`config.mk`:
```
export PLATFORM = sky130hd
export DESIGN_NAME = upsample_layer
export DESIGN_NICKNAME = d
export VERILOG_FILES = /design/src/rtl/conv_pkg.sv /design/src/rtl/line_ram.sv /design/src/rtl/upsample_layer.sv
export SDC_FILE = /design/constraint.sdc
export NUM_CORES = 1
export LEC_CHECK = 0
export ABC_AREA = 1
export CAP_MARGIN = 10
export CELL_PAD_IN_SITES_DETAIL_PLACEMENT = 1
export CELL_PAD_IN_SITES_GLOBAL_PLACEMENT = 1
export CORE_UTILIZATION = 44
export CTS_CLUSTER_DIAMETER = 50
export DETAILED_ROUTE_END_ITERATION = 8
export PLACE_DENSITY_LB_ADDON = 0.08
export SLEW_MARGIN = 20
export SYNTH_ARGS = -nofsm -noshare
export SYNTH_HDL_FRONTEND = slang
export SYNTH_HIERARCHICAL = 1
export SYNTH_SLANG_ARGS = --single-unit
```
`constraint.sdc`:
```
create_clock -name clk_i -period 1.95 [get_ports clk_i]
set_clock_uncertainty 0.05 [all_clocks]
set_input_delay 0.195 -clock clk_i [delete_from_list [all_inputs] [get_ports clk_i]]
set_output_delay 0.195 -clock clk_i [all_outputs]
set_load 0.02 [all_outputs]
```
`src/rtl/conv_pkg.sv`:
```
// Shared types and width helpers for the conv/upsample pipeline blocks.
package conv_pkg;

  typedef enum logic {PASS, REPLAY} upsample_state_e;

  // Counter width for values 0..value-1; never narrower than one bit.
  function automatic int widthOf(input int value);
    return (value <= 1) ? 1 : $clog2(value);
  endfunction

endpackage

```
`src/rtl/line_ram.sv`:
```
// Single-row line buffer: synchronous write, asynchronous (distributed) read.
module line_ram
  import conv_pkg::*;
#(
  parameter int Depth = 160,
  parameter int Width = 1,
  localparam int AddrWidth = widthOf(Depth)
) (
  input  logic                 clk_i,
  input  logic                 we_i,
  input  logic [AddrWidth-1:0] waddr_i,
  input  logic [Width-1:0]     wdata_i,
  input  logic [AddrWidth-1:0] raddr_i,
  output logic [Width-1:0]     rdata_o
);

  logic [Width-1:0] r_mem [Depth];

  always_ff @(posedge clk_i) begin
    if (we_i) begin
      r_mem[waddr_i] <= wdata_i;
    end
  end

  assign rdata_o = r_mem[raddr_i];

endmodule

```
`src/rtl/upsample_layer.sv`:
```
// Nearest-neighbour upsampler: each pixel repeated Scale times, each row replayed Scale times.
// Define UPSAMPLE_ZERO_INSERT_EN for transposed-conv zero insertion instead of replication.
module upsample_layer
  import conv_pkg::*;
#(
  parameter int LineWidthPx = 160,
  parameter int LineCountPx = 120,
  parameter int Width       = 1,
  parameter int Scale       = 2
) (
  input  logic             clk_i,
  input  logic             rst_i,
  input  logic             valid_i,
  output logic             ready_o,
  input  logic [Width-1:0] data_i,
  output logic             valid_o,
  input  logic             ready_i,
  output logic [Width-1:0] data_o
);

  localparam int XWidth     = widthOf(LineWidthPx);
  localparam int YWidth     = widthOf(LineCountPx);
  localparam int ScaleWidth = widthOf(Scale);

  localparam logic [XWidth-1:0]     XLast = XWidth'(LineWidthPx - 1);
  localparam logic [YWidth-1:0]     YLast = YWidth'(LineCountPx - 1);
  localparam logic [ScaleWidth-1:0] SLast = ScaleWidth'(Scale - 1);

  if (Scale < 1) begin : g_scaleCheck
    $error("upsample_layer: Scale must be >= 1");
  end

  upsample_state_e       r_state;
  logic                  r_valid;
  logic [Width-1:0]      r_data;
  logic [ScaleWidth-1:0] r_hCnt;
  logic [ScaleWidth-1:0] r_vCnt;
  logic [XWidth-1:0]     r_xPos;
  logic [YWidth-1:0]     r_yPos;

  logic             w_loadEn;
  logic             w_hLast;
  logic             w_xLast;
  logic             w_vLast;
  logic             w_yLast;
  logic             w_inFire;
  logic [Width-1:0] w_passData;
  logic [Width-1:0] w_replayData;

  assign w_loadEn = ~r_valid | ready_i;
  assign w_hLast  = (r_hCnt == SLast);
  assign w_xLast  = (r_xPos == XLast);
  assign w_vLast  = (r_vCnt == SLast);
  assign w_yLast  = (r_yPos == YLast);
  assign ready_o  = (r_state == PASS) & w_loadEn & w_hLast;
  assign w_inFire = valid_i & ready_o;

`ifdef UPSAMPLE_ZERO_INSERT_EN
  assign w_passData   = (r_hCnt == '0) ? data_i : '0;
  assign w_replayData = '0;
`else
  logic [Width-1:0] w_ramData;

  line_ram #(
    .Depth (LineWidthPx),
    .Width (Width)
  ) u_lineRam (
    .clk_i   (clk_i),
    .we_i    (w_inFire),
    .waddr_i (r_xPos),
    .wdata_i (data_i),
    .raddr_i (r_xPos),
    .rdata_o (w_ramData)
  );

  assign w_passData   = data_i;
  assign w_replayData = w_ramData;
`endif

  // The last horizontal copy in PASS is exactly the in_fire cycle, so the pixel is consumed there.
  always_ff @(posedge clk_i) begin
    if (rst_i) begin
      r_state <= PASS;
      r_valid <= 1'b0;
      r_data  <= '0;
      r_hCnt  <= '0;
      r_vCnt  <= '0;
      r_xPos  <= '0;
      r_yPos  <= '0;
    end else if (w_loadEn) begin
      case (r_state)
        PASS: begin
          if (valid_i) begin
            r_valid <= 1'b1;
            r_data  <= w_passData;
            if (w_hLast) begin
              r_hCnt <= '0;
              if (w_xLast) begin
                r_xPos <= '0;
                if (Scale == 1) begin
                  r_yPos <= w_yLast ? '0 : r_yPos + 1'b1;
                end else begin
                  r_state <= REPLAY;
                  r_vCnt  <= ScaleWidth'(1);
                end
              end else begin
                r_xPos <= r_xPos + 1'b1;
              end
            end else begin
              r_hCnt <= r_hCnt + 1'b1;
            end
          end else begin
            r_valid <= 1'b0;
          end
        end
        REPLAY: begin
          r_valid <= 1'b1;
          r_data  <= w_replayData;
          if (w_hLast) begin
            r_hCnt <= '0;
            if (w_xLast) begin
              r_xPos <= '0;
              if (w_vLast) begin
                r_state <= PASS;
                r_vCnt  <= '0;
                r_yPos  <= w_yLast ? '0 : r_yPos + 1'b1;
              end else begin
                r_vCnt <= r_vCnt + 1'b1;
              end
            end else begin
              r_xPos <= r_xPos + 1'b1;
            end
          end else begin
            r_hCnt <= r_hCnt + 1'b1;
          end
        end
        default: r_state <= PASS;
      endcase
    end
  end

  assign valid_o = r_valid;
  assign data_o  = r_data;

endmodule

```
Yosys cells after proc, flatten, opt, wreduce, memory -nomap -nowiden
Memories as Yosys holds them, arrays and structs flattened. A register that Yosys moved wholly into a read port is not among the register bits.
Index checks and enable logic that the tools add are counted.
{ "word_totals": {"regBits": 13, "ram_bits": 160, "in_bits": 5, "output_inout_bits": 3, "wordCells": 53, "memories": 1} }
{ "mem_list": {"columns": ["name", "words", "width", "read_ports", "rd_ports_with_merged_regs", "write_ports", "line", "text"], "rows": [
  ["u_lineRam.r_mem", 160, 1, 1, 1, 1, "line_ram.sv:17", "logic [Width-1:0] r_mem [Depth];"]
]} }
{ "op_classes": {"n_addsub": 3, "n_eq_ne": 6, "mux": 29, "bitwise": 6, "n_reduce_logical": 2} }
{ "ops": {"columns": ["operator", "n"], "rows": [
  ["$mux 8", 5],
  ["$mux 1", 18],
  ["$pmux 8 s2", 1],
  ["$pmux 1 s2", 5],
  ["$add 8x1->8 const B", 1],
  ["$eq 8x8->1 const B", 1],
  ["$ne 2x2->1 const B", 3],
  ["$reduce_and 6->1", 1],
  ["$ne 2x1->1 const B", 2],
  ["$and 1x1->1", 3],
  ["$add 1x1->1 const B", 2],
  ["$not 1->1", 2],
  ["$reduce_and 2->1", 1],
  ["$or 1x1->1", 1]
]} }

Depth between registers and ports, before layout
{ "logic_depth": {"ltp_word": 7, "ltp_mapped": 15} }

Modules after synthesis
The synthesis kept the hierarchy.
{ "modules_own_cells": {"columns": ["mod", "instances", "cells_per_inst", "area_per_inst_um2"], "rows": [
  ["line_ram", 1, 765, 7435.9],
  ["upsample_layer", 1, 113, 768.2]
]} }

Worst setup path before layout
OpenSTA, ideal clock, no wires.
{ "synth_timing": {"path_kind": "register to register", "startpoint": "register r_hCnt", "endpoint": "memory u_lineRam.r_mem[102] (enable)", "setup_ps": 299, "arrival_time_ps": 1835, "t_required_ps": 1601, "path_slack_ps": -234, "path_stages_with_launch": 7, "period_less_slack_ps": 2184, "path_cell_list": "dfxtp_1 > bufinv_8 > nor4_1 > clkbuf_1 > nand3_1 > clkbuf_1 > nor2_1"} }
{ "synth_via": {"elab_chain_cells": 4} }
{ "synth_lines": {"columns": ["element", "line", "text"], "rows": [
  ["start, declared", "upsample_layer.sv:36", "logic [ScaleWidth-1:0] r_hCnt;"],
  ["start signal, assigned", "upsample_layer.sv:110", "r_hCnt <= r_hCnt + 1'b1;"],
  ["start signal, assigned", "upsample_layer.sv:134", "r_hCnt <= r_hCnt + 1'b1;"],
  ["$and 1x1->1", "upsample_layer.sv:55", "assign ready_o = (r_state == PASS) & w_loadEn & w_hLast;"],
  ["$and 1x1->1", "upsample_layer.sv:56", "assign w_inFire = valid_i & ready_o;"],
  ["named net w_inFire", "upsample_layer.sv:46", "logic w_inFire;"],
  ["$mux 1", "line_ram.sv:20", "if (we_i) begin"],
  ["$mux 1 (implied by the code)", "line_ram.sv:21", "r_mem[waddr_i] <= wdata_i;"],
  ["end, declared", "line_ram.sv:17", null]
]} }
The timed path passes the listed nets, and every way through them passes these cells.

==> flow_metrics.tcl <==
set metrics [dict create \
    synth_edf_count 160 \
    power_frac_seq 0.491 \
    hold_class "in2reg" \
    num_vias 6627 \
    ant_nets 0 \
    grt-ovfl-total 0 \
    p_switching_mw 1.92 \
    peakVddDrop_mv 0.652 \
    cp-start-kind "register" \
    comb_power_share 0.089 \
    crit_required_ns 2.21 \
    leakage_nw 3.61 \
    fp.dieH_um 139 \
    cts_buffer_depth 2 \
    post-place-cells 1130 \
    synth_ff_type "edfxtp_1" \
    seq_area_frac_synth 0.617 \
    clk_pin_slew_ns 0.07 \
    grt_max_degree 60 \
    final_util 0.567 \
    stdcell_area_mm2 0.0103 \
    finalCriticalPeriod_ns 2.12 \
    drt_pass1_iterations 5 \
    final.setup.tns_ns -0.171 \
    root_buffer "clkbuf_16" \
    worst_slack_ns -0.166 \
    initial_core_util 0.452 \
    finalHoldViolCount 0 \
    maxCapViolCount 0 \
    first_global_vias 6980 \
    violations "negative setup slack" \
    clk_latency_ns 0.43 \
    synthArstFlopShare 0 \
    status "finished, violations left" \
    synth_area_per_cell_um2 9.34 \
    area_growth_pct 25.3 \
    clockPowerShare 0.421 \
    io_buffer_count 7 \
    crit_arrival_ns 2.38 \
    netlist_top_cells_area "edfxtp_1 (59%), nor2_1 (10%), nand2_1 (8.6%), nand3_1 (8.2%), dfxtp_1 (3.2%)" \
    antenna_found_initial 0 \
    rsz0062_at_grt "true" \
    nNetsFinal 943 \
    cts_buffers 17 \
    p_int_mw 6.36 \
    gp_congestion 0.851 \
    drive_gt1_frac 0.238 \
    grt_pass1_wl_um 39500 \
    placed_area_mm2 0.00889 \
    fin_cells 1179 \
    synth-seq-cells 173 \
    wire_per_inst_um 22.0 \
    synth_cell_types 34 \
    crit_type "reg2reg" \
    route.detailed.drc 0 \
    report.final.slew_viol_count 0 \
    cts_tree "built" \
    postCtsHoldBufs 0 \
    nFillCells 1988 \
    num_rows 49 \
    track_usage 0.276 \
    wl_um 26000 \
    die_w_um 139 \
    tightest_slew_ns 0.605 \
    antenna_cells 0 \
    io_pins 8 \
    period_share 1.09 \
    core-area_mm2 0.0181 \
    synth_top_area_share 0.586 \
    h-tree-depth 4 \
    p_per_area_mw_per_mm2 805 \
    synth_nets 884 \
    hold_ws_ns 0.239 \
    postSynthCellCount 878 \
    cts_sinks 173 \
    yosysTopAreaCell "edfxtp_1" \
    dpl_worst_slack_ns -0.285 \
    power_mw 8.28 \
    via_per_inst 5.62 \
    worstSetupEndpointType "register" \
    sw_frac_of_total 0.232 \
    place_hpwl_um 15600 \
    cp_max_fo 6 \
    netlist_area_mm2 0.00820 \
    maxSlewHeadroom 0.596 \
    die-area_mm2 0.0192 \
    ys_warn_count 6 \
    drt-initial-drc-count 474 \
    setup_viol 2 \
    max_freq_mhz 473 \
]
-- logic make-up (layout without fill, tap and decap cells) --
group / count (synthesis) / after routing / share of synthesized area
flops: 173 / 173 / 0.617
buf+inv: 102 / 174 / 0.0633
simple gates: 566 / 566 / 0.292
fa+ha+maj: 1 / 1 / 0.00152
compound gates: 36 / 36 / 0.0261
-- power by group through the flow --
stage               Sequential (mW)  Clock, mW  Combinational, mW
detailed placement             4.14          0              0.547
finish                         4.06       3.48              0.737
global placement               4.14          0              0.527
floorplan                      4.15          0              0.307
CTS                            4.06       3.51              0.673
global route                   4.06       3.66              0.784
-- metal layers --
layer	share of wire	global-route usage
met3	0.047	0.0466
met5	0	0
met2	0.51	0.481
met1	0.41	0.346
met4	0.024	0.0982
-- sequential cells by signal, indices dropped and copies added (netlist names) --
register         flops
valid_o              1
r_hCnt               1
r_vCnt               1
data_o               1
r_xPos               8
u_lineRam/r_mem    160
r_state              1
-- worst max-delay path, cell delays in order, from the launching register on --
cell     delay [ns]
dfxtp_4        0.38
buf_12         0.18
inv_16         0.06
buf_12         0.14
buf_16         0.13
nand2_1        0.08
nand3_2        0.11
nand3_2        0.12
nand3_2        0.11
nand3_2        0.10
nand2_2        0.05
nand2_2        0.06
nand3_2        0.08
nand3_2        0.09
nand2_2        0.07
nand2_2        0.06
a31oi_1        0.08
-- repair_timing --
item,4_1_cts,5_1_grt
setup buffers,7,1
pin swaps,28,21
resized for setup,59,75
endpoints found under the setup margin,31,154
cloned,7,3
-- final cells by class --
class | count | area [um^2] | share of cell area
repair buffers | 81 | 1030 | 0.0998
flip-flops and latches | 173 | 5070 | 0.493
clock inverters | 14 | 168 | 0.0163
inverters | 60 | 258 | 0.0251
well taps | 229 | 287 | 0.0279
repair inverters | 1 | 11.3 | 0.00110
multi-input cells | 603 | 3040 | 0.295
clock buffers | 18 | 429 | 0.0417
-- cell usage after synthesis (2+ instances only) --
cell type	count
nor2_1	220
nand2_1	189
edfxtp_1	160
nand3_1	134
inv_1	53
clkbuf_1	15
dfxtp_1	13
o21ai_0	12
buf_2	11
o21ai_1	11
buf_4	7
buf_6	7
o221ai_1	6
inv_2	4
nand2_2	4
nand3_2	4
nand4_1	4
a21oi_1	3
nor2_2	3
buf_8	2
nand3b_1	2
o22ai_1	2
-- placed cells by master, fill, tap and decap left out, types with 6 or more instances in the layout --
cell type    n
nand2_2     28
buf_6        9
o21ai_1     11
nand3_1     85
clkbuf_16   20
o21ai_0     12
buf_16       7
nor2_4       7
nor2_2      17
buf_12      13
o221ai_1     6
nor2_1     200
nand2_1    163
inv_1       51
edfxtp_1   160
dfxtp_1     11
buf_4       41
nand3_2     53
-- path summary, 6_finish.rpt --
kind	slack, ns	end	start	cells past startpoint
hold reg to reg	0.47	r_vCnt	r_vCnt	4
setup reg to reg	-0.17	data_o	r_xPos[0]	16
setup / recovery	-0.17	data_o	r_xPos[0]	16
hold / removal	0.24	u_lineRam/r_mem[63]	data_i	1
Power figures use the tool's default switching activity.
